==> src/rtl/pipereg_elastic.sv <==
// Two-entry elastic pipeline register (main + skid) with halt latching and flush.
// Define PIPEREG_STATS_EN to build saturating stall/bubble counters; otherwise they read 0.
module pipereg_elastic #(
    parameter int WIDTH = 160,
    parameter int CNT_W = 16
) (
    input  logic             CLK,
    input  logic             nRST,
    input  logic             flush,
    input  logic             in_valid,
    output logic             in_ready,
    input  logic [WIDTH-1:0] in_data,
    input  logic             in_halt,
    output logic             out_valid,
    input  logic             out_ready,
    output logic [WIDTH-1:0] out_data,
    output logic             out_halt,
    output logic [CNT_W-1:0] stall_cnt,
    output logic [CNT_W-1:0] bubble_cnt,
    output logic [1:0]       dbg_state
);

    // Handshake: a beat moves when valid and ready are both 1 on a rising edge;
    // in_ready depends only on registered state and flush, never on in_valid.
    typedef enum logic [1:0] {
        ST_EMPTY = 2'd0,
        ST_ONE   = 2'd1,
        ST_FULL  = 2'd2
    } state_t;

    state_t             state_q, state_d;
    logic [WIDTH-1:0]   main_q, main_d;
    logic               main_halt_q, main_halt_d;
    logic [WIDTH-1:0]   skid_q, skid_d;
    logic               skid_halt_q, skid_halt_d;
    logic               halt_seen_q, halt_seen_d;
    logic               in_xfer;
    logic               out_xfer;

    assign in_xfer  = in_valid & in_ready;
    assign out_xfer = out_valid & out_ready;

    always_ff @(posedge CLK or negedge nRST) begin
        if (!nRST) begin
            state_q     <= ST_EMPTY;
            main_q      <= '0;
            main_halt_q <= 1'b0;
            skid_q      <= '0;
            skid_halt_q <= 1'b0;
            halt_seen_q <= 1'b0;
        end else begin
            state_q     <= state_d;
            main_q      <= main_d;
            main_halt_q <= main_halt_d;
            skid_q      <= skid_d;
            skid_halt_q <= skid_halt_d;
            halt_seen_q <= halt_seen_d;
        end
    end

    always_comb begin
        state_d = state_q;
        if (flush) begin
            state_d = ST_EMPTY;
        end else begin
            case (state_q)
                ST_EMPTY: if (in_xfer) state_d = ST_ONE;
                ST_ONE: begin
                    if (in_xfer && !out_xfer)      state_d = ST_FULL;
                    else if (!in_xfer && out_xfer) state_d = ST_EMPTY;
                end
                ST_FULL:  if (out_xfer) state_d = ST_ONE;
                default:  state_d = ST_EMPTY;
            endcase
        end
    end

    // A flushed output transfer is ignored, so the datapath only moves when flush is low.
    always_comb begin
        main_d      = main_q;
        main_halt_d = main_halt_q;
        skid_d      = skid_q;
        skid_halt_d = skid_halt_q;
        halt_seen_d = halt_seen_q;
        if (flush) begin
            halt_seen_d = 1'b0;
        end else begin
            if (in_xfer && in_halt) halt_seen_d = 1'b1;
            case (state_q)
                ST_EMPTY: begin
                    if (in_xfer) begin
                        main_d      = in_data;
                        main_halt_d = in_halt;
                    end
                end
                ST_ONE: begin
                    if (in_xfer && out_xfer) begin
                        main_d      = in_data;
                        main_halt_d = in_halt;
                    end else if (in_xfer) begin
                        skid_d      = in_data;
                        skid_halt_d = in_halt;
                    end
                end
                ST_FULL: begin
                    if (out_xfer) begin
                        main_d      = skid_q;
                        main_halt_d = skid_halt_q;
                    end
                end
                default: ;
            endcase
        end
    end

    always_comb begin
        in_ready  = (state_q != ST_FULL) && !halt_seen_q && !flush;
        out_valid = (state_q != ST_EMPTY);
        out_data  = main_q;
        // Stale main contents after draining must not show a halt marker.
        out_halt  = main_halt_q & out_valid;
        dbg_state = state_q;
    end

`ifdef PIPEREG_STATS_EN
    logic [CNT_W-1:0] stall_q, stall_d;
    logic [CNT_W-1:0] bubble_q, bubble_d;

    always_comb begin
        stall_d  = stall_q;
        bubble_d = bubble_q;
        if (out_valid && !out_ready && (stall_q != {CNT_W{1'b1}}))
            stall_d = stall_q + 1'b1;
        if (!out_valid && !halt_seen_q && (bubble_q != {CNT_W{1'b1}}))
            bubble_d = bubble_q + 1'b1;
    end

    always_ff @(posedge CLK or negedge nRST) begin
        if (!nRST) begin
            stall_q  <= '0;
            bubble_q <= '0;
        end else begin
            stall_q  <= stall_d;
            bubble_q <= bubble_d;
        end
    end

    assign stall_cnt  = stall_q;
    assign bubble_cnt = bubble_q;
`else
    assign stall_cnt  = '0;
    assign bubble_cnt = '0;
`endif

endmodule

==> config.mk <==
export PLATFORM = sky130hd
export DESIGN_NAME = pipereg_elastic
export DESIGN_NICKNAME = d
export VERILOG_FILES = /design/src/rtl/pipereg_elastic.sv
export SDC_FILE = /design/constraint.sdc
export NUM_CORES = 1
export LEC_CHECK = 0
export ABC_AREA = 1
export CAP_MARGIN = 20
export CORE_UTILIZATION = 54
export DETAILED_ROUTE_END_ITERATION = 10
export PLACE_DENSITY = 0.83
export REMOVE_ABC_BUFFERS = 1
export SLEW_MARGIN = 0
export SYNTH_ARGS = -nofsm -noshare
export SYNTH_HDL_FRONTEND = slang
export SYNTH_SLANG_ARGS = --single-unit
==> constraint.sdc <==
create_clock -name CLK -period 3.6 [get_ports CLK]
set_input_delay 1.08 -clock CLK [delete_from_list [all_inputs] [get_ports CLK]]
set_output_delay 1.08 -clock CLK [all_outputs]
set_load 0.01 [all_outputs]
Word-level counts from Yosys, hierarchy flattened
Cells that the tools add are included.

Eq/ne operators: 9. Mux-type cells: 16. Bitwise operators: 5. Reduce and logical (&&, ||, !) cells: 17.

Operator list (number): 2-to-1 mux 160 bit (3); case mux 160 bit (3 select lines) (1); 2-to-1 mux 2 bit (5); != test 2 bit, second input constant (4); logical AND 1 bit (6); != test 3 bit, second input constant (2); case mux 2 bit (3 select lines) (1); 2-to-1 mux 1 bit (5); AND reduction 5 bit (1); logical NOT 1 bit (4); != test 4 bit, second input constant (1); AND reduction 4 bit (1); nonzero test 2 bit (2); AND 1 bit (3); case mux 1 bit (3 select lines) (1); AND reduction 3 bit (1); nonzero test 3 bit (1); equality test 2 x 1 -> 1 bit, second input constant (1); equality test 2 bit, second input constant (1); logical NOT 2 bit (1); inverter 1 bit (2).

Bits in registers: 325. Bits of input ports: 166. Output and inout bits: 197. Logic and storage cells: 53.

Depth between registers and ports, before layout
Gate-level depths: netlist (run 1).

Depth after elaboration: 10. Depth in mapped cells: 10. Depth with buffers taken out: 8.

Worst setup path before layout (run 1)
OpenSTA, ideal clock, no wires.

Path kind: input to output. From: input port flush. To: output port in_ready. Arrival time: 1.551 ns. Required time: 2.520 ns. Path slack: 0.969 ns. Stages on the path: 4. Path buffers: 1. Cell sequence: buf_2 nor2_1 nand2_1 inv_1.

Cells in the longest elaborated chain, start to end: 2.

RTL lines: start: declaration (RTL line 9) `input logic flush,`; logical NOT 1 bit (RTL line 117) `in_ready = (state_q != ST_FULL) && !halt_seen_q && !flush;`; logical AND 1 bit (RTL line 117); end: declaration (RTL line 11) `output logic in_ready,`.

Every way passes these cells.

Worst setup path after layout (run 1)
Ends and elaborated chain as after synthesis.

==> results of run 1 <==
[registers in the layout, indices dropped and copies added, names as in the netlist]
name and flops:
out_data 160, dbg_state 2, skid_q 160, main_halt_q 1, skid_halt_q 1, halt_seen_q 1
[per-layer routing]
| layer | GRT usage (%) | vias to the layer above | wire length (um) |
|---|---|---|---|
| met5 | 0 | - | 14 |
| met4 | 12.73 | 2 | 1680 |
| met3 | 5.541 | 126 | 4038 |
| met2 | 49.50 | 766 | 20920 |
| met1 | 40.91 | 6791 | 16980 |
| li1 | - | 6632 | - |
[critical path, stage by stage]
cell	delay, ps
clkdlybuf4s50_1	420
nor2_1	190
nand2_1	80
inv_1	60
clkdlybuf4s50_1	520
[final timing paths]
| path | to | slack (ps) | depth (start not counted) |
|---|---|---|---|
| worst max-delay path | in_ready | 170 | 5 |
| worst min-delay path | out_data[4] | 470 | 2 |
| worst max register to register | out_data[90] | 1240 | 7 |
| worst min register to register | out_data[4] | 470 | 2 |
| max in group asynchronous | out_data[56] | 1950 | 2 |
| min in group asynchronous | out_data[6] | 570 | 1 |
[cell families (layout without fill, tap and decap cells)]
logic type	after synthesis	after routing	synth area share, %
buf+inv	181	426	5.899
flops	325	325	54.16
other cells	1	32	0.02497
simple gates	1466	1466	39.49
compound gates	9	9	0.4250
[synth_stat cells (all sizes together)]
master and number:
nand2 1135, dfrtp 325, nand3 323, buf 102, clkbuf 68, inv 11
nor2 7, o21ai 4, a21oi 3, conb 1, nor3 1, o22ai 1
o31ai 1
[power breakdown]
part	total (W)	switching, W	internal (W)	leakage, nW
clock	0.00343	0.00142	0.00201	0.521
combinational	0.00411	0.00209	0.00202	5.68
sequential	0.00621	0.000982	0.00522	4.09
[metrics by stage]
| step | setup WS (ps) | hold slack, ps | util (%) | std cells |
|---|---|---|---|---|
| 2_1_floorplan | -4488 | 441.9 | - | 1843 |
| 3_3_place_gp | 133.0 | 452.8 | 68.06 | 2573 |
| 3_5_place_dp | 149.5 | 458.1 | 68.06 | 2573 |
| 4_1_cts | 144.6 | 471.9 | 71.98 | 2630 |
| 5_1_grt | 98.19 | 484.0 | 71.98 | 2630 |
| 6_report | 168.1 | 469.2 | 71.98 | 2630 |
[area by class of cell]
| class | count | area, um^2 |
|---|---|---|
| clock buffer | 52 | 1012 |
| clock inverter | 5 | 50.05 |
| fill | 2090 | 7595 |
| inverter | 11 | 46.29 |
| multi-input combinational | 1507 | 6156 |
| sequential | 325 | 8133 |
| tap | 372 | 465.4 |
| timing repair buffer | 358 | 3643 |
==> summary.txt, run 1 <==
Timing
  • Pins Over Slew Limit: 0
  • Tcrit/Tclk final: a little over nine tenths
  • RSZ-0062 raised after global routing: no
  • Setup TNS: 0 ps
  • Slew HR: around 40%
  • Final min period: ~3400 ps
  • Fin Clk Skew: ~8.5 ps
  • Final Hold Vio Count: 0
  • Fmax: 0.2914 GHz
  • Least-Margin Pin Slew: between 900 and 1000 ps
  • Final setup viols: 0

Clock tree
  • Clock tree sinks: around 330
  • Latest clock arrival within the worst-skew pair: about 500 ps
  • Clock buffer depth: 3
  • Clk root buf: clkbuf_16
  • Post-CTS setup buffers: 0
  • Clk pin slew, worst setup/hold paths: roughly 50 ps
  • CTS tree: yes
  • # hold bufs at CTS: 0
  • Cts repair resizes: 0
  • H-tree depth: 2
  • Total CTS buffers: 35

Worst hold path
  • Hold WC Path Type: reg -> reg
  • Min-delay src: out_data[4]

Routing
  • Post-route DRC: 0
  • Final ANT Viol Nets: 0
  • Per-cell routed wire length: 16.59 um
  • TritonRoute pass-1 iters: 6
  • Detailed Route Iter0 Violations: roughly 1,700
  • Routed wire length: around 44,000 um
  • Drt via density: about 5.4
  • Vias: approximately 14,000

Place
  • Placed cell area: around 0.018 mm^2
  • Detailed Place HPWL: 26,110 um
  • Port Buffers: 330
  • GP Congestion: 0.8082

Yosys
  • Synth area leaders: dfrtp_1 54%, nand2_1 28%, nand3_1 11%
  • Synth Register Bits: roughly 330
  • Syn_area_per_cell: 7.576 um^2
  • Part of the Yosys area used for sequential elements: a little over half
  • Syn. warnings: 0
  • Mapped Cells: a little under 2,000
  • Area leader, netlist: dfrtp_1
  • Yosys top cell area share: 54.16%
  • Post-Syn Area: about 0.015 mm^2
  • Cell variety after synth: 20

Layout
  • Layout area overhead: 29.91%
  • N_diodes: 0
  • Commonest non-fill, non-tap cell in the layout: nand2_1
  • Layout Nets: around 2,400
  • Most frequent cells in the layout: 1,132 x nand2_1, 329 x clkdlybuf4s50_1, 325 x dfrtp_1
  • Share of cells above drive strength 1: 3.720%
  • Post-Layout Inst Area: 0.01951 mm^2

GRT
  • Largest net degree at the start of global routing: between 100 and 150
  • Total gr overflow: 0
  • Number of global-route vias before repair: 13,853
  • Tot GR Track Use: 30.63%
  • First-pass GRT wire length: 70,300 um
  • Initial antenna violation count: 1

Setup path
  • Critical Path Fanout Max: 2
  • Worst R2R Start: dbg_state[1]
  • CP Launch Type: input pin
  • WP data required: around 2500 ps
  • Worst EP arrival: between 2000 and 2500 ps
  • Critical path launch point: flush
  • CP endpoint kind: output pin
  • Setup CP Type: in -> out

Floorplan
  • Ports: around 360
  • Initial Util: 55.41%
  • Row count: 60
  • Vert. Die Dim: 168.8 um
  • Die ar.: 0.02848 mm^2
  • Core area: roughly 0.027 mm^2
  • Die X: about 170 um

Power and ir drop
  • Peak VDD IR: around 0.48 mV
  • Total power draw: 0.01374 W
  • P_leak: between 10 and 15 nW
  • Pwr Density: ~700 mW/mm^2

Status
  • Status: finished, final reports clean

Job
  • Max_cap viols: 0
Power figures use the tool's default switching activity.
==> run 2, diff against run 1 <==
Settings changed: CAP_MARGIN 20 to unset, GPL_ROUTABILITY_DRIVEN set to 1.
==> results of run 2 <==
Same layout as run 1: the final DEF is identical, and so are final timing and power.
